**config.mk**
```make
export PLATFORM = sky130hd
export DESIGN_NAME = div_mod_sequencer
export DESIGN_NICKNAME = d
export VERILOG_FILES = /design/src/rtl/div_pkg.sv /design/src/rtl/div_step.sv /design/src/rtl/div_mod_sequencer.sv
export SDC_FILE = /design/constraint.sdc
export NUM_CORES = 1
export LEC_CHECK = 0
export CAP_MARGIN = 10
export CORE_MARGIN = 2
export CORE_UTILIZATION = 50
export DETAILED_ROUTE_END_ITERATION = 16
export PLACE_DENSITY_LB_ADDON = 0.2
export SYNTH_ARGS = -nofsm -noshare
export SYNTH_HDL_FRONTEND = slang
export SYNTH_SLANG_ARGS = --single-unit
```
**constraint.sdc**
```tcl
create_clock -name clk -period 6.1 [get_ports clk]
set_input_delay 1.22 -clock clk [delete_from_list [all_inputs] [get_ports clk]]
set_output_delay 1.22 -clock clk [all_outputs]
set_load 0.02 [all_outputs]
```
**src/rtl/div_pkg.sv**
```systemverilog
// Shared constants and state encoding for the Execute-stage DIV/MOD sequencer.
package div_pkg;

    localparam int WIDTH = 19;
    localparam int CNT_W = 5;

    localparam logic [2:0] ALU_SUM  = 3'b000;
    localparam logic [2:0] ALU_RES  = 3'b001;
    localparam logic [2:0] ALU_MULT = 3'b010;
    localparam logic [2:0] ALU_DIV  = 3'b011;
    localparam logic [2:0] ALU_MOD  = 3'b100;

    typedef enum logic [1:0] {
        IDLE = 2'd0,
        BUSY = 2'd1,
        DONE = 2'd2
    } div_state_t;

endpackage

```
**src/rtl/div_step.sv**
```systemverilog
// One restoring-division iteration: shift in the next dividend bit, subtract if it fits.
module div_step #(
    parameter int WIDTH = 19
) (
    input  logic [WIDTH-1:0] rem,
    input  logic             nextBit,
    input  logic [WIDTH-1:0] divisor,
    output logic [WIDTH-1:0] newRem,
    output logic             qBit
);

    logic [WIDTH:0] partialS;
    logic [WIDTH:0] diffS;

    // The partial remainder keeps its top bit so divisors with the MSB set still work.
    always_comb begin
        partialS = {rem, nextBit};
        diffS    = partialS - {1'b0, divisor};
        qBit     = (partialS >= {1'b0, divisor});
        if (qBit) begin
            newRem = diffS[WIDTH-1:0];
        end else begin
            newRem = partialS[WIDTH-1:0];
        end
    end

endmodule

```
**src/rtl/div_mod_sequencer.sv**
```systemverilog
// Iterative unsigned DIV/MOD controller that stalls Execute while a division runs.
// Optional macro FAST_PATH_EN: divisor==1 or dividend<divisor finish after one stall cycle.
module div_mod_sequencer
    import div_pkg::*;
#(
    parameter int WIDTH = div_pkg::WIDTH,
    parameter int CNT_W = div_pkg::CNT_W
) (
    input  logic             clk,
    input  logic             reset,
    input  logic             start,
    input  logic             op_mod,
    input  logic [WIDTH-1:0] dividend,
    input  logic [WIDTH-1:0] divisor,
    input  logic             flush,
    output logic             stall,
    output logic             done,
    output logic [WIDTH-1:0] result,
    output logic             div_by_zero
);

    div_state_t       stateR;
    logic [CNT_W-1:0] cntR;
    logic [WIDTH-1:0] remR;
    logic [WIDTH-1:0] quotR;
    logic [WIDTH-1:0] divR;
    logic             opModR;
    logic             doneR;
    logic             dbzR;
    logic [WIDTH-1:0] resultR;

    logic [WIDTH-1:0] stepRemS;
    logic             stepQS;
    logic [WIDTH-1:0] nextQuotS;
    logic             fastS;
    logic [WIDTH-1:0] fastResS;

    // quotR starts as the dividend and shifts quotient bits in from the bottom.
    div_step #(.WIDTH(WIDTH)) uStep (
        .rem     (remR),
        .nextBit (quotR[WIDTH-1]),
        .divisor (divR),
        .newRem  (stepRemS),
        .qBit    (stepQS)
    );

    assign nextQuotS = {quotR[WIDTH-2:0], stepQS};

`ifdef FAST_PATH_EN
    // Trivial operand pairs whose answer is known without iterating.
    always_comb begin
        fastS    = 1'b0;
        fastResS = {WIDTH{1'b0}};
        if (divisor == {{(WIDTH-1){1'b0}}, 1'b1}) begin
            fastS    = 1'b1;
            fastResS = op_mod ? {WIDTH{1'b0}} : dividend;
        end else if ((divisor != {WIDTH{1'b0}}) && (dividend < divisor)) begin
            fastS    = 1'b1;
            fastResS = op_mod ? dividend : {WIDTH{1'b0}};
        end else begin
            fastS    = 1'b0;
            fastResS = {WIDTH{1'b0}};
        end
    end
`else
    // Fast path compiled out: every operation iterates.
    always_comb begin
        fastS    = 1'b0;
        fastResS = {WIDTH{1'b0}};
    end
`endif

    // Hold the pipeline while an operation is requested or running; never during flush or DONE.
    assign stall = !reset && !flush && (((stateR == IDLE) && start) || (stateR == BUSY));

    assign done        = doneR;
    assign div_by_zero = dbzR;
    assign result      = resultR;

    // Sequencer state, iteration datapath and registered result.
    always_ff @(posedge clk or posedge reset) begin
        if (reset) begin
            stateR  <= IDLE;
            cntR    <= {CNT_W{1'b0}};
            remR    <= {WIDTH{1'b0}};
            quotR   <= {WIDTH{1'b0}};
            divR    <= {WIDTH{1'b0}};
            opModR  <= 1'b0;
            doneR   <= 1'b0;
            dbzR    <= 1'b0;
            resultR <= {WIDTH{1'b0}};
        end else if (flush) begin
            stateR <= IDLE;
            doneR  <= 1'b0;
            dbzR   <= 1'b0;
        end else begin
            case (stateR)
                IDLE: begin
                    doneR <= 1'b0;
                    dbzR  <= 1'b0;
                    if (start && fastS) begin
                        resultR <= fastResS;
                        doneR   <= 1'b1;
                        stateR  <= DONE;
                    end else if (start) begin
                        quotR  <= dividend;
                        divR   <= divisor;
                        opModR <= op_mod;
                        remR   <= {WIDTH{1'b0}};
                        cntR   <= CNT_W'(WIDTH);
                        stateR <= BUSY;
                    end else begin
                        stateR <= IDLE;
                    end
                end
                BUSY: begin
                    remR  <= stepRemS;
                    quotR <= nextQuotS;
                    cntR  <= cntR - {{(CNT_W-1){1'b0}}, 1'b1};
                    if (cntR == {{(CNT_W-1){1'b0}}, 1'b1}) begin
                        // A zero divisor falls out naturally: all-ones quotient, remainder = dividend.
                        resultR <= opModR ? stepRemS : nextQuotS;
                        doneR   <= 1'b1;
                        dbzR    <= (divR == {WIDTH{1'b0}});
                        stateR  <= DONE;
                    end else begin
                        stateR <= BUSY;
                    end
                end
                DONE: begin
                    doneR  <= 1'b0;
                    dbzR   <= 1'b0;
                    stateR <= IDLE;
                end
                default: begin
                    doneR  <= 1'b0;
                    dbzR   <= 1'b0;
                    stateR <= IDLE;
                end
            endcase
        end
    end

endmodule

```
==> results by group <==
Status
  – Status: finished clean

Floorplan
  – Die H: between 100 and 150 um
  – Die X: ~100 um
  – Num ports: 65
  – Effective utilization at floorplan: 0.515
  – Row Count: 35
  – Core area: between 9000 and 10000 um^2
  – Die Area: around 10000 um^2

Synth
  – Ys Warns: 0
  – Synth async-reset ratio: 1.00
  – Synthesized area: ~4800 um^2
  – Flops & latches, synth: 86
  – Sequential area share after synthesis: 0.452
  – Post-synth EDFFs: 0
  – Cells after Synth: 513
  – Number of distinct library cells after synthesis: 53
  – Post-Syn Area per Cell: 9.28 um^2
  – Dominant synthesized flop cell: dfrtp_1
  – Net Count, Synth: a little under 600

Power and ir drop
  – Pwr per Cell Area: roughly 290 nW/um^2
  – Leak pwr: ~2.5 nW
  – VDD IR max: between 0.1 and 0.15 mV
  – Pwr Total: about 0.0016 W

Clock tree
  – Worst-Skew Late Latency: 0.36 ns
  – CTS Hold Bufs: 0
  – Total CTS buffers: 9
  – Clock net sink count: 86
  – CTS root buf: clkbuf_8
  – H-tree Lvls: 3
  – Clock transition at path regs: ~0.090 ns
  – Post-CTS Setup Bufs: 0
  – Clk buf depth: 2
  – PostCTS Resize Cnt: 0
  – TritonCTS clock tree: built

Timing
  – Worst Tran Pin Value: approximately 1.0 ns
  – Final min period: 4.02 ns
  – Hold slack: about 0.5 ns
  – Max Fclk: 249 MHz
  – Fin. Hold Viols: 0
  – Final Setup Violations: 0
  – RSZ-0062 raised after global routing: no
  – Worst Clk Skew: 0.0139 ns
  – Max_slew headroom: 0.303
  – Final period util: 0.658
  – Fin. max-slew vios: 0
  – Setup TNS: 0 ns

GRT
  – Total gr overflow: 0
  – Global-route usage over all layers: 0.233
  – Vias in the first global route: 3737
  – First-pass GRT wire length: roughly 19000 um
  – Largest net degree at the start of global routing: 87
  – Initial antenna violation count: 0

Flow run
  – Max Cap Viol: 0

Detailed routing
  – DRT Pass-1 Iters: 4
  – Final ANT Viol Nets: 0
  – Avg WL per Cell: 16.0 um
  – Vias: 3866
  – WL met2: 5040 um
  – WL met1: about 5600 um
  – Vias per inst: ~5.5
  – Top sig layer: met4
  – 1st-iter DRT viols: roughly 270
  – Routed wire length: between 10000 and 15000 um
  – Met3 wire length: ~520 um
  – Post-route DRC: 0

Worst setup path
  – Crit end category: primary output
  – Reg-to-reg slack, setup: approximately 2.8 ns
  – Worst path required time: 4.88 ns
  – Crit start category: primary input
  – Critical Path AT: approximately 2.8 ns
  – Crit path max fanout: 4
  – Critical path type: in2out

Place
  – GPL Wtd Cong: 0.911
  – IO buf count: between 60 and 70
  – DP Wirelength: between 8000 and 9000 um
  – Post-DP Area: 5520 um^2

Finish
  – Fin nets: 634
  – P&R area growth vs syn: 19.9%
  – Ant. Diodes: 0
  – Share of layout cells above drive strength 1: 0.0662
  – Final Cell Area: 5700 um^2

Worst hold path
  – Hold Path Class: reg2reg
cells in the final DEF, fill, tap and decap left out, types with 3 or more instances in the layout:
| cell type | n |
|---|---|
| a21o_1 | 7 |
| a21oi_1 | 40 |
| a22o_1 | 3 |
| and2_1 | 4 |
| and3_1 | 4 |
| buf_4 | 5 |
| clkbuf_8 | 9 |
| clkdlybuf4s50_1 | 64 |
| clkinvlp_4 | 3 |
| dfrtp_1 | 86 |
| ha_1 | 21 |
| inv_1 | 29 |
| mux2_2 | 3 |
| mux2i_1 | 28 |
| nand2_1 | 68 |
| nand2b_1 | 4 |
| nand3_1 | 4 |
| nand4_1 | 3 |
| nor2_1 | 18 |
| nor3_1 | 4 |
| nor3b_1 | 14 |
| nor4_1 | 7 |
| o211ai_1 | 3 |
| o21ai_0 | 76 |
| o21bai_1 | 4 |
| or3_1 | 7 |
| xnor2_1 | 10 |
| xor2_1 | 4 |
synthesized netlist by cell type (10+ instances only):
master | number | share of area
ha_1 | 21 | 0.055
mux2i_1 | 28 | 0.059
nor2_1 | 18 | 0.014
nand2_1 | 68 | 0.054
inv_1 | 30 | 0.024
dfrtp_1 | 86 | 0.45
nor3b_1 | 14 | 0.022
a21oi_1 | 40 | 0.042
xnor2_1 | 10 | 0.018
clkbuf_1 | 22 | 0.017
o21ai_0 | 76 | 0.080
where the power goes:
part	internal (W)	total (W)	switching [W]
Sequential	0.000662	0.000745	0.0000828
Combinational	0.000234	0.000526	0.000293
Clock	0.000152	0.000378	0.000226
through the flow:
step                 util  std cells  setup slack, ns
finish              0.617        703             2.08
global route        0.617        703             2.00
CTS                 0.617        703             2.07
detailed placement  0.598        687             2.07
global placement    0.598        687             2.09
floorplan               -        513             2.66
critical path, cell delays in order:
cell             delay, ns
clkdlybuf4s50_1       0.43
nor2_1                0.31
o21ai_4               0.13
nor2_1                0.10
clkdlybuf4s50_1       0.60
layout make-up:
class                   count  area, um^2
clock buffers               9         124
clock inverters             7        56.3
fillers                   852        3540
inverters                  30         114
multi-input cells         373        2420
flip-flops and latches     86        2150
well taps                 129         161
repair buffers             69         678
per-layer routing:
metal  vias to the layer above  track usage
li1                       1917            -
met1                      1841        0.349
met2                       100        0.357
met3                         8       0.0269
met4                         0       0.0686
met5                         -            0
cells by family after synthesis:
logic type / synth area share
simple gates: 0.155
compound gates: 0.195
xor+xnor: 0.0258
fa+ha+maj: 0.0594
buf+inv: 0.0431
flops: 0.452
mux: 0.0692
path summary, 6_finish.rpt:
kind | end | cells past startpoint | startpoint
worst min register to register | done | 2 | done
worst max-delay path | stall | 5 | flush
worst max register to register | result[14] | 11 | quotR[18]
min in group asynchronous | quotR[4] | 3 | reset
worst min-delay path | done | 2 | done
max in group asynchronous | remR[8] | 3 | reset
registers in the layout (all words and copies together) (netlist names):
signal       flops
divR            19
quotR           19
remR            19
result          19
cntR             5
stateR           2
div_by_zero      1
done             1
opModR           1
No activity file was read; power rests on OpenSTA's default activity.
